[config.mk]
export PLATFORM = sky130hd
export DESIGN_NAME = entropy_conditioner
export DESIGN_NICKNAME = d
export VERILOG_FILES = /design/src/rtl/entropy_conditioner.sv
export SDC_FILE = /design/constraint.sdc
export NUM_CORES = 1
export LEC_CHECK = 0
export BUFFER_PORTS_ARGS = -buffer_cell sky130_fd_sc_hd__clkbuf_2
export CORE_ASPECT_RATIO = 1.25
export CORE_UTILIZATION = 64
export DETAILED_ROUTE_END_ITERATION = 10
export PLACE_DENSITY = 0.83
export SYNTH_ARGS = -nofsm -noshare
export SYNTH_HDL_FRONTEND = slang
export SYNTH_SLANG_ARGS = --single-unit
[constraint.sdc]
create_clock -name clk -period 6.7 [get_ports clk]
set_input_delay 0.335 -clock clk [delete_from_list [all_inputs] [get_ports clk]]
set_output_delay 0.335 -clock clk [all_outputs]
set_load 0.02 [all_outputs]
[src/rtl/entropy_conditioner.sv]
// Noise-bit conditioner: synchronises a raw asynchronous bit, whitens it with a von Neumann
// debiaser, flags stuck sources and buffers whitened bits in a small single-bit FIFO pool.
module entropy_conditioner #(
  parameter int SYNC_STAGES = 2,
  parameter int POOL_BITS   = 16,
  parameter int REP_LIMIT   = 32
) (
  input  logic                             clk,
  input  logic                             rst,
  input  logic                             raw,
  input  logic                             sample_en,
  input  logic                             take,
  output logic                             entropy,
  output logic                             entropy_valid,
  output logic [$clog2(POOL_BITS+1)-1:0]   level,
  output logic                             stuck,
  output logic                             overrun
);

  localparam int LVL_W = $clog2(POOL_BITS + 1);
  localparam int PTR_W = $clog2(POOL_BITS);
  localparam logic [7:0]       REP_CAP  = 8'(REP_LIMIT);
  localparam logic [LVL_W-1:0] LVL_FULL = LVL_W'(POOL_BITS);
  localparam logic [PTR_W-1:0] PTR_LAST = PTR_W'(POOL_BITS - 1);

  logic [SYNC_STAGES-1:0] sync_q;
  logic                   last_q;
  logic [7:0]             rep_cnt_q;
  logic                   stuck_q;
  logic                   half_q;
  logic                   first_q;
  logic [POOL_BITS-1:0]   mem_q;
  logic [PTR_W-1:0]       rd_ptr_q;
  logic [PTR_W-1:0]       wr_ptr_q;
  logic [LVL_W-1:0]       count_q;
  logic                   overrun_q;
  logic                   entropy_q;
  logic                   valid_q;

  logic s;
  logic push;
  logic pop;
  logic full;
  logic accept;
  logic drop;

  function automatic logic [PTR_W-1:0] wrap_inc(input logic [PTR_W-1:0] p);
    return (p == PTR_LAST) ? '0 : p + PTR_W'(1);
  endfunction

  // NOTE: every signal written here gets a default first, so no path can leave it unassigned and infer a latch.
  always_comb begin
    s      = sync_q[SYNC_STAGES-1];
    push   = 1'b0;
    if (sample_en && half_q && (first_q != s) && !stuck_q)
      push = 1'b1;
    pop    = take && (count_q != '0);
    full   = (count_q == LVL_FULL);
    accept = push && (!full || pop);
    drop   = push && full && !pop;
  end

  // NOTE: sequential state uses non-blocking assignments so every register sees pre-edge values.
  always_ff @(posedge clk) begin
    if (rst) begin
      sync_q    <= '0;
      last_q    <= 1'b0;
      rep_cnt_q <= '0;
      stuck_q   <= 1'b0;
      half_q    <= 1'b0;
      first_q   <= 1'b0;
      rd_ptr_q  <= '0;
      wr_ptr_q  <= '0;
      count_q   <= '0;
      overrun_q <= 1'b0;
      entropy_q <= 1'b0;
      valid_q   <= 1'b0;
    end else begin
      sync_q  <= {sync_q[SYNC_STAGES-2:0], raw};
      // stuck lags rep_cnt by one register stage, so the debiaser sees the pre-sample health state.
      stuck_q <= (rep_cnt_q >= REP_CAP);

      if (sample_en) begin
        last_q <= s;
        if ((rep_cnt_q == '0) || (s != last_q))
          rep_cnt_q <= 8'd1;
        else if (rep_cnt_q < REP_CAP)
          rep_cnt_q <= rep_cnt_q + 8'd1;

        if (!half_q) begin
          first_q <= s;
          half_q  <= 1'b1;
        end else begin
          half_q  <= 1'b0;
        end
      end

      if (accept) wr_ptr_q <= wrap_inc(wr_ptr_q);
      if (pop)    rd_ptr_q <= wrap_inc(rd_ptr_q);

      case ({accept, pop})
        2'b10:   count_q <= count_q + LVL_W'(1);
        2'b01:   count_q <= count_q - LVL_W'(1);
        default: count_q <= count_q;
      endcase

      if (drop) overrun_q <= 1'b1;

      entropy_q <= pop ? mem_q[rd_ptr_q] : 1'b0;
      valid_q   <= pop;
    end
  end

  // NOTE: pool storage is not reset; the pointers and count define which entries are meaningful.
  always_ff @(posedge clk) begin
    if (accept && !rst)
      mem_q[wr_ptr_q] <= first_q;
  end

  assign entropy       = entropy_q;
  assign entropy_valid = valid_q;
  assign level         = count_q;
  assign stuck         = stuck_q;
  assign overrun       = overrun_q;

endmodule

==> impl_metrics.json, run 1 <==
{
  "status": "finished, final reports clean",
  "area_growth_pct": 8.90,
  "vias_per_cell": 5.89,
  "drive_above_1_share": 0.158,
  "htree_levels": 2,
  "synthCells": 208,
  "netlist_area_mm2": 0.00221,
  "ys_warn_count": 0,
  "critPathSlowestCell": "dfxtp_1",
  "cts.path.max_buffers": 2,
  "max_slew_margin": 0.552,
  "holdCritPathClass": "in2reg",
  "critical_path_required_ps": 6920,
  "synth_common_cells": "nor2_1 (35), dfxtp_1 (30), edfxtp_1 (16)",
  "crit_family": "simple AND/OR/NAND/NOR gates",
  "max_freq_ghz": 0.332,
  "cts_resized": 0,
  "synth_area_leaders": "dfxtp_1 (27%), edfxtp_1 (22%), nor2_1 (5.9%)",
  "hold_violations": 0,
  "clock-sinks": 46,
  "setup_tns_ps": 0,
  "timing.rr.end": "level[4]",
  "yosysSeqAreaShare": 0.490,
  "synth_top_area_frac": 0.272,
  "p_leak_nw": 0.901,
  "port-buffer-count": 13,
  "antenna_left": 0,
  "dp_hpwl_um": 2770,
  "clock_latency_ps": 290,
  "synthArstFlopShare": 0,
  "startpoint_type": "flip-flop",
  "antenna_found_initial": 0,
  "wl_um": 3870,
  "fin_nets": 236,
  "tritoncts": "built",
  "clkTransAtPathRegs_ps": 80,
  "worstPathArrival_ps": 3230,
  "wl_per_cell_um": 15.0,
  "period_needed_ps": 3010,
  "syn_avg_cell_area_um2": 10.6,
  "holdWs_ps": 286,
  "drtPass1Iterations": 4,
  "dieArea_mm2": 0.00369,
  "max_stage_delay_ps": 660,
  "grt_max_degree": 28,
  "crit_buf_inv": 0,
  "powerDensity_mw_per_mm2": 358,
  "antenna_cells": 0,
  "yosysTopAreaCell": "dfxtp_1",
  "rr_worst_depth": 8,
  "io_pins": 14,
  "die_w_um": 54.5,
  "finalMaxSlewViolations": 0,
  "post_cts_buffers": 0,
  "fill_cells": 226,
  "hold_path_end": "sync_q[0]",
  "cts_hold_buf": 0,
  "std_cell_rows": 23,
  "rsz0062_at_grt": "false",
  "crit_chain": "xor2_1 -> a221oi_1 -> ha_1 -> nor2b_1 -> o21a_1 -> or4_4 -> and3_4 -> nor3_2",
  "yosysMostFrequentCell": "nor2_1",
  "grt_pass1_vias": 1390,
  "ir_worst_vdd_v": 0.000307,
  "synthDistinctLibCells": 48,
  "synth_nets": 224,
  "worstPathMaxFanout": 18,
  "finalCritPeriodShare": 0.449,
  "reg2reg_slack_ps": 3690,
  "start_util": 0.679,
  "setup_viol": 0,
  "holdCritStartpoint": "raw",
  "synth_edf_count": 16,
  "gp_congestion": 0.767,
  "yosys_most_used_dff": "dfxtp_1",
  "end_kind": "flip-flop",
  "cap_violations": 0,
  "die_h_um": 67.7,
  "grt_remaining_overflow": 0,
  "r2r-start": "first_q",
  "finClkSkew_ps": 4.27,
  "cts_root_buffer": "clkbuf_8",
  "synth-seq-cells": 46,
  "core-area_mm2": 0.00325,
  "worst_slew_pin_slew_ps": 672,
  "path_class": "reg2reg",
  "track_usage": 0.239,
  "num_vias": 1519,
  "grt_pass1_wl_um": 6160,
  "drcViolationCount": 0,
  "cts_buffers": 5,
  "hold_depth": 2,
  "drt_iter0_drc": 37
}
==> routing by layer <==
layer	track usage	part of all wire	vias to the layer above	wire [µm]
met5	0	0	-	0
met4	0.106	0.020	0	76
met3	0.0631	0.027	7	104
met2	0.392	0.50	26	1940
met1	0.289	0.45	723	1750
li1	-	-	763	-
==> cell type report <==
| cell class | instances | area [µm²] | area share |
|---|---|---|---|
| multi-input cells | 145 | 1050 | 0.435 |
| flip-flops and latches | 46 | 1080 | 0.450 |
| well taps | 37 | 46.3 | 0.0193 |
| clock buffers | 8 | 133 | 0.0552 |
| repair buffers | 13 | 65.1 | 0.0271 |
| inverters | 9 | 33.8 | 0.0140 |
==> cell families (layout without fill, tap and decap cells) <==
logic type / after synthesis / count (layout) / share of synthesized area
and+or+nand+nor: 80 / 80 / 0.200
DFF: 46 / 46 / 0.490
AOI/OAI and AO/OA: 34 / 34 / 0.101
buffers and inverters: 17 / 30 / 0.0368
xor gates and xnor gates: 12 / 12 / 0.0476
adders and majority gates: 11 / 11 / 0.0657
muxes: 8 / 8 / 0.0589
==> worst max-delay path by stage <==
stage | cells past startpoint | start | slack (ps) | to
CTS | 8 | first_q | 3680 | level[4]
finish | 8 | first_q | 3690 | level[4]
detailed placement | 8 | first_q | 3700 | level[4]
global route | 8 | first_q | 3500 | level[4]
global placement | 8 | first_q | 3860 | level[4]
floorplan | 8 | first_q | 4040 | level[4]
==> where the power goes <==
group / internal, mW / total [mW] / switching (mW)
Clock: 0.129 / 0.219 / 0.0904
Sequential: 0.313 / 0.353 / 0.0405
Combinational: 0.133 / 0.289 / 0.156
Total: 0.575 / 0.862 / 0.287
==> cells in the final DEF, fill, tap and decap left out, types with 2 or more instances in the layout <==
master / count
xor2_1: 7
xnor2_1: 5
nand4_1: 2
mux2i_1: 4
a21o_1: 4
nor3_1: 6
a211oi_1: 3
clkbuf_8: 6
clkbuf_2: 13
o21ai_1: 2
dfxtp_1: 30
nor2b_1: 6
o21a_1: 2
edfxtp_1: 16
ha_1: 10
nand3_1: 3
a31oi_1: 3
nand2b_1: 4
nand3_2: 2
inv_1: 8
a21oi_1: 13
nor2_1: 35
nand2_1: 7
mux4_2: 4
and2_4: 2
clkbuf_16: 2
==> flip-flops by register name, summed over array words and instances, names as in the netlist <==
name and flops:
half_q 1, overrun 1, rep_cnt_q 8, mem_q 16
last_q 1, first_q 1, entropy_valid 1, entropy 1
sync_q 2, stuck 1, wr_ptr_q 4, level 5
rd_ptr_q 4
==> stage by stage <==
step / area [µm²] / setup slack [ps] / power, mW / util / instances
after CTS: 2400 / 3680 / 0.863 / 0.740 / 258
after global placement: 2270 / 3860 / 0.630 / 0.699 / 250
after detailed placement: 2270 / 3700 / 0.644 / 0.699 / 250
after global routing: 2400 / 3500 / 0.908 / 0.740 / 258
after floorplan: 2210 / 4040 / 0.582 / - / 208
final: 2400 / 3690 / 0.862 / 0.740 / 258
(Power assumes the default switching activity.)
==> inputs of run 2 (changes only) <==
--- a/config.mk
+++ b/config.mk
@@ -7,9 +7,9 @@
 export LEC_CHECK = 0
 export BUFFER_PORTS_ARGS = -buffer_cell sky130_fd_sc_hd__clkbuf_2
 export CORE_ASPECT_RATIO = 1.25
-export CORE_UTILIZATION = 64
+export CORE_UTILIZATION = 59
 export DETAILED_ROUTE_END_ITERATION = 10
-export PLACE_DENSITY = 0.83
+export PLACE_DENSITY = 0.78
 export SYNTH_ARGS = -nofsm -noshare
 export SYNTH_HDL_FRONTEND = slang
 export SYNTH_SLANG_ARGS = --single-unit
==> constraint.sdc (replaced) <==
create_clock -name clk -period 2.95 [get_ports clk]
set_input_delay 0.1475 -clock clk [delete_from_list [all_inputs] [get_ports clk]]
set_output_delay 0.1475 -clock clk [all_outputs]
set_load 0.02 [all_outputs]
==> run 2 against run 1 <==
- cell count up 1.2%
- critical endpoint unchanged
- count of clock-buffer cells in the layout down 2
- total power up 110%
- routed wire length down 6.3%
- clock skew up 3.1 ps
- final area down 1.7%
- register-to-register slack worse by 3500 ps
- largest cell class unchanged
- non-clock buffer count up 1
==> impl_metrics.json, run 2 (synthesized netlist as in run 1, its figures left out) <==
{
  "reg2reg_slack_ps": 230,
  "r2r-start": "stuck",
  "worstPathArrival_ps": 2930,
  "grt_pass1_wl_um": 6490,
  "core-area_mm2": 0.00354,
  "worst_slew_pin_slew_ps": 720,
  "drtPass1Iterations": 4,
  "wl_per_cell_um": 13.9,
  "max_stage_delay_ps": 640,
  "crit_chain": "and3b_4 -> a221oi_1 -> ha_1 -> nor2b_1 -> o21a_1 -> or4_4 -> and3_4 -> nor3_2",
  "finalMaxSlewViolations": 0,
  "clock_latency_ps": 280,
  "cts_resized": 0,
  "register_area_mm2": 0.00108,
  "largest_register_ffs": 16,
  "drcViolationCount": 0,
  "holdCritPathClass": "in2reg",
  "path_class": "reg2reg",
  "dieArea_mm2": 0.00399,
  "setup_viol": 0,
  "holdCritStartpoint": "raw",
  "status": "finished, final reports clean",
  "timing.rr.end": "level[4]",
  "cts.path.max_buffers": 2,
  "cts_hold_buf": 0,
  "tritoncts": "built",
  "drive_above_1_share": 0.153,
  "finClkSkew_ps": 7.42,
  "grt_pass1_vias": 1560,
  "placed_area_mm2": 0.00228,
  "grt_remaining_overflow": 0,
  "holdWs_ps": 74.7,
  "antenna_left": 0,
  "multi_input_area_mm2": 0.00105,
  "max_freq_ghz": 0.368,
  "finalCritPeriodShare": 0.921,
  "htree_levels": 2,
  "mostFrequentLayoutCell": "nor2_1",
  "antenna_found_initial": 0,
  "clock-sinks": 46,
  "powerDensity_mw_per_mm2": 761,
  "cap_violations": 0,
  "crit_family": "simple AND/OR/NAND/NOR gates",
  "top_register": "mem_q",
  "die_w_um": 56.7,
  "period_needed_ps": 2720,
  "rr_worst_depth": 8,
  "num_vias": 1516,
  "gp_congestion": 0.834,
  "critPathLaunch": "stuck",
  "cts_buffers": 5,
  "fin_nets": 237,
  "end_kind": "flip-flop",
  "cts_root_buffer": "clkbuf_8",
  "layout_common_cells": "nor2_1 (35), dfxtp_1 (30), edfxtp_1 (16)",
  "hold_path_end": "sync_q[0]",
  "finalNonFillerCells": 261,
  "post_cts_buffers": 0,
  "track_usage": 0.207,
  "p_leak_nw": 0.880,
  "fill_cells": 271,
  "critPathSlowestCell": "a221oi_1",
  "critical_path_required_ps": 3170,
  "setup_tns_ps": 0,
  "antenna_cells": 0,
  "hold_violations": 0,
  "clkTransAtPathRegs_ps": 80,
  "wl_um": 3630,
  "dp_cells": 253,
  "drt_iter0_drc": 36,
  "ir_worst_vdd_v": 0.000626,
  "crit_buf_inv": 0,
  "finish.instance_area_mm2": 0.00236,
  "startpoint_type": "flip-flop",
  "worstPathMaxFanout": 5,
  "die_h_um": 70.4,
  "hold_depth": 2,
  "rsz0062_at_grt": "false",
  "start_util": 0.623,
  "vias_per_cell": 5.81,
  "io_pins": 14,
  "grt_max_degree": 28,
  "std_cell_rows": 24,
  "port-buffer-count": 13,
  "cp.depth": 8,
  "max_slew_margin": 0.520,
  "area_growth_pct": 7.03,
  "dp_hpwl_um": 2680
}
==> run 2: changes by cell type in the layout (fill, tap and decap cells not counted), sizes merged <==
cell,previous run,this run
clkbuf,21,19
clkinv,1,3
buf,0,1
==> run 2: power by group <==
part	internal, mW	switching, mW	total [mW]	leakage (nW)
registers	0.711	0.0869	0.797	0.391
logic	0.306	0.342	0.649	0.446
clock network	0.163	0.189	0.352	0.0426
total	1.18	0.618	1.80	0.880
==> run 2: per-layer routing <==
metal / global-route usage / wire, µm / vias to the layer above
met5: 0 / 0 / -
met3: 0.0389 / 87 / 2
met1: 0.222 / 1560 / 729
met4: 0.0750 / 42 / 0
li1: - / - / 767
met2: 0.394 / 1940 / 18
==> run 2: layout make-up <==
| class | count | area share |
|---|---|---|
| flip-flops and latches | 46 | 0.457 |
| multi-input cells | 145 | 0.443 |
| clock buffers | 6 | 0.0307 |
| repair buffers | 14 | 0.0307 |
| well taps | 39 | 0.0206 |
| inverters | 9 | 0.0143 |
| clock inverters | 2 | 0.00371 |
==> run 2: how the worst max path moves through the flow <==
| stage | endpoint | slack (ps) |
|---|---|---|
| after floorplan | level[4] | 290 |
| final | level[4] | 230 |
| after global placement | level[4] | 360 |
| after global routing | level[4] | 40 |
| after detailed placement | level[4] | 220 |
| after CTS | level[4] | 190 |
==> run 2: metrics by stage <==
step / total power, mW / setup slack (ps) / util
2_1_floorplan: 1.32 / 290 / -
3_3_place_gp: 1.42 / 365 / 0.644
3_5_place_dp: 1.45 / 219 / 0.644
4_1_cts: 1.81 / 192 / 0.667
5_1_grt: 1.91 / 42.4 / 0.667
6_report: 1.80 / 234 / 0.667
==> run 2: worst reg2reg max path, cell delays in order (launching register included) <==
cell and delay, ps:
dfxtp_1 340, and3b_4 220, a221oi_1 640, ha_1 390, nor2b_1 140, o21a_1 180, or4_4 420, and3_4 190
nor3_2 130
==> inputs of run 3 (changes only) <==
--- a/config.mk
+++ b/config.mk
@@ -8,6 +8,7 @@
 export BUFFER_PORTS_ARGS = -buffer_cell sky130_fd_sc_hd__clkbuf_2
 export CORE_ASPECT_RATIO = 1.25
 export CORE_UTILIZATION = 59
+export CTS_CLUSTER_SIZE = 25
 export DETAILED_ROUTE_END_ITERATION = 10
 export PLACE_DENSITY = 0.78
 export SYNTH_ARGS = -nofsm -noshare
==> constraint.sdc (replaced) <==
create_clock -name clk -period 2.6 [get_ports clk]
set_input_delay 0.13 -clock clk [delete_from_list [all_inputs] [get_ports clk]]
set_output_delay 0.13 -clock clk [all_outputs]
set_load 0.02 [all_outputs]
==> run 3 against run 2 <==
- the flow now finishes with violations (design-rule violations)
- final area up 1.7%
- via count up 2.6%
- die area did not move
- count of clock-buffer cells in the layout unchanged
- utilization increased by 1.2 points
- highest routed layer unchanged
==> impl_metrics.json, run 3 (synthesized netlist as in run 1, its figures left out) <==
{
  "hold_violations": 0,
  "r2r-start": "level[3]",
  "end_kind": "flip-flop",
  "area_growth_pct": 8.90,
  "worst_slew_pin_slew_ps": 499,
  "die_h_um": 70.4,
  "antenna_cells": 0,
  "grt_pass1_wl_um": 6620,
  "finClkSkew_ps": 6.45,
  "holdCritStartpoint": "raw",
  "setup_viol": 0,
  "startpoint_type": "flip-flop",
  "critPathSlowestCell": "nor4_4",
  "antenna_found_initial": 0,
  "largest_register_ffs": 16,
  "gp_congestion": 0.783,
  "drive_above_1_share": 0.165,
  "dieArea_mm2": 0.00399,
  "tritoncts": "built",
  "max_stage_delay_ps": 420,
  "reg2reg_slack_ps": 160,
  "track_usage": 0.220,
  "finalMaxSlewViolations": 0,
  "ir_worst_vdd_v": 0.000759,
  "core-area_mm2": 0.00354,
  "num_vias": 1555,
  "cts_root_buffer": "clkbuf_8",
  "rsz0062_at_grt": "false",
  "cts_buffers": 5,
  "grt_max_degree": 24,
  "fin_nets": 239,
  "period_needed_ps": 2440,
  "finalCritPeriodShare": 0.938,
  "holdWs_ps": 51.9,
  "max_slew_margin": 0.665,
  "seqPwrFrac": 0.422,
  "io_pins": 14,
  "critical_path_required_ps": 2830,
  "p_clk_frac": 0.203,
  "vias_per_cell": 5.91,
  "crit_chain": "nor4_4 -> a221oi_4 -> ha_1 -> nor2b_1 -> o21a_1 -> or4_4 -> and3_4 -> nor3_2",
  "path_class": "reg2reg",
  "comb_power_share": 0.374,
  "grt_remaining_overflow": 0,
  "cts_hold_buf": 0,
  "holdCritPathClass": "in2reg",
  "setup_tns_ps": 0,
  "hold_path_end": "sync_q[0]",
  "powerDensity_mw_per_mm2": 891,
  "failed_checks": "design-rule violations",
  "p_sw_mw": 0.742,
  "top_register": "mem_q",
  "mostFrequentLayoutCell": "nor2_1",
  "max_freq_ghz": 0.410,
  "crit_family": "simple AND/OR/NAND/NOR gates",
  "die_w_um": 56.7,
  "port-buffer-count": 13,
  "cap_violations": 0,
  "grt_pass1_vias": 1580,
  "layout_common_cells": "nor2_1 (35), dfxtp_1 (30), edfxtp_1 (16)",
  "dp_hpwl_um": 2900,
  "hold_depth": 2,
  "drcViolationCount": 2,
  "drt_iter0_drc": 45,
  "rr_worst_depth": 8,
  "start_util": 0.623,
  "finish.instance_area_mm2": 0.00240,
  "timing.rr.end": "level[4]",
  "cts.path.max_buffers": 2,
  "htree_levels": 2,
  "p_leak_nw": 0.895,
  "placed_area_mm2": 0.00230,
  "std_cell_rows": 24,
  "status": "finished with violations",
  "clock-sinks": 46,
  "switching_share": 0.346,
  "intPower_mw": 1.40,
  "wl_um": 4030,
  "worstPathArrival_ps": 2670,
  "clock_latency_ps": 300,
  "clkTransAtPathRegs_ps": 80,
  "wl_per_cell_um": 15.3,
  "antenna_left": 0,
  "drtPass1Iterations": 7,
  "crit_buf_inv": 0,
  "worstPathMaxFanout": 5
}
-- run 3: metal layers --
metal | vias to the layer above | track usage | part of all wire
li1 | 769 | - | -
met5 | - | 0 | 0
met1 | 762 | 0.214 | 0.41
met4 | 0 | 0.119 | 0.018
met2 | 17 | 0.417 | 0.55
met3 | 7 | 0.0481 | 0.024
-- run 3: worst reg2reg max path, delay by kind of cell, from the launching register on --
family | cells | cell delay (ps)
compound gates | 2 | 330
fa+ha+maj | 1 | 350
flops | 1 | 370
simple gates | 5 | 1320
-- run 3: what timing repair did --
| item | in CTS | in global routing |
|---|---|---|
| endpoints found under the setup margin | 0 | 1 |
| buffers inserted | 0 | 1 |
| resized for setup | 0 | 1 |
-- run 3: final cells by class --
| cell class | instances | area (µm²) |
|---|---|---|
| fillers | 277 | 1140 |
| flip-flops and latches | 46 | 1080 |
| multi-input cells | 145 | 1060 |
| repair buffers | 16 | 87.6 |
| clock buffers | 6 | 82.6 |
| well taps | 39 | 48.8 |
| inverters | 9 | 33.8 |
| clock inverters | 2 | 7.51 |
-- run 3: metrics by stage --
stage	setup WS, ps	utilization	power, mW	instances
2_1_floorplan	113	-	1.51	208
3_3_place_gp	223	0.648	1.62	254
3_5_place_dp	114	0.648	1.67	254
4_1_cts	80.9	0.673	2.11	262
5_1_grt	47.1	0.679	2.27	263
6_report	161	0.679	2.14	263
-- run 3: power by group through the flow --
stage | sequential, mW | combinational [mW] | clock (mW)
6_report | 0.905 | 0.802 | 0.436
5_1_grt | 0.917 | 0.876 | 0.474
4_1_cts | 0.904 | 0.751 | 0.452
3_5_place_dp | 0.921 | 0.749 | 0
3_3_place_gp | 0.915 | 0.709 | 0
2_1_floorplan | 0.944 | 0.567 | 0
-- run 3: worst max path at each step --
stage,from,to,cells after the start
global route,level[3],level[4],8
CTS,sync_q[1],level[4],8
finish,level[3],level[4],8
detailed placement,sync_q[1],level[4],8
floorplan,first_q,level[4],8
global placement,level[0],level[4],8
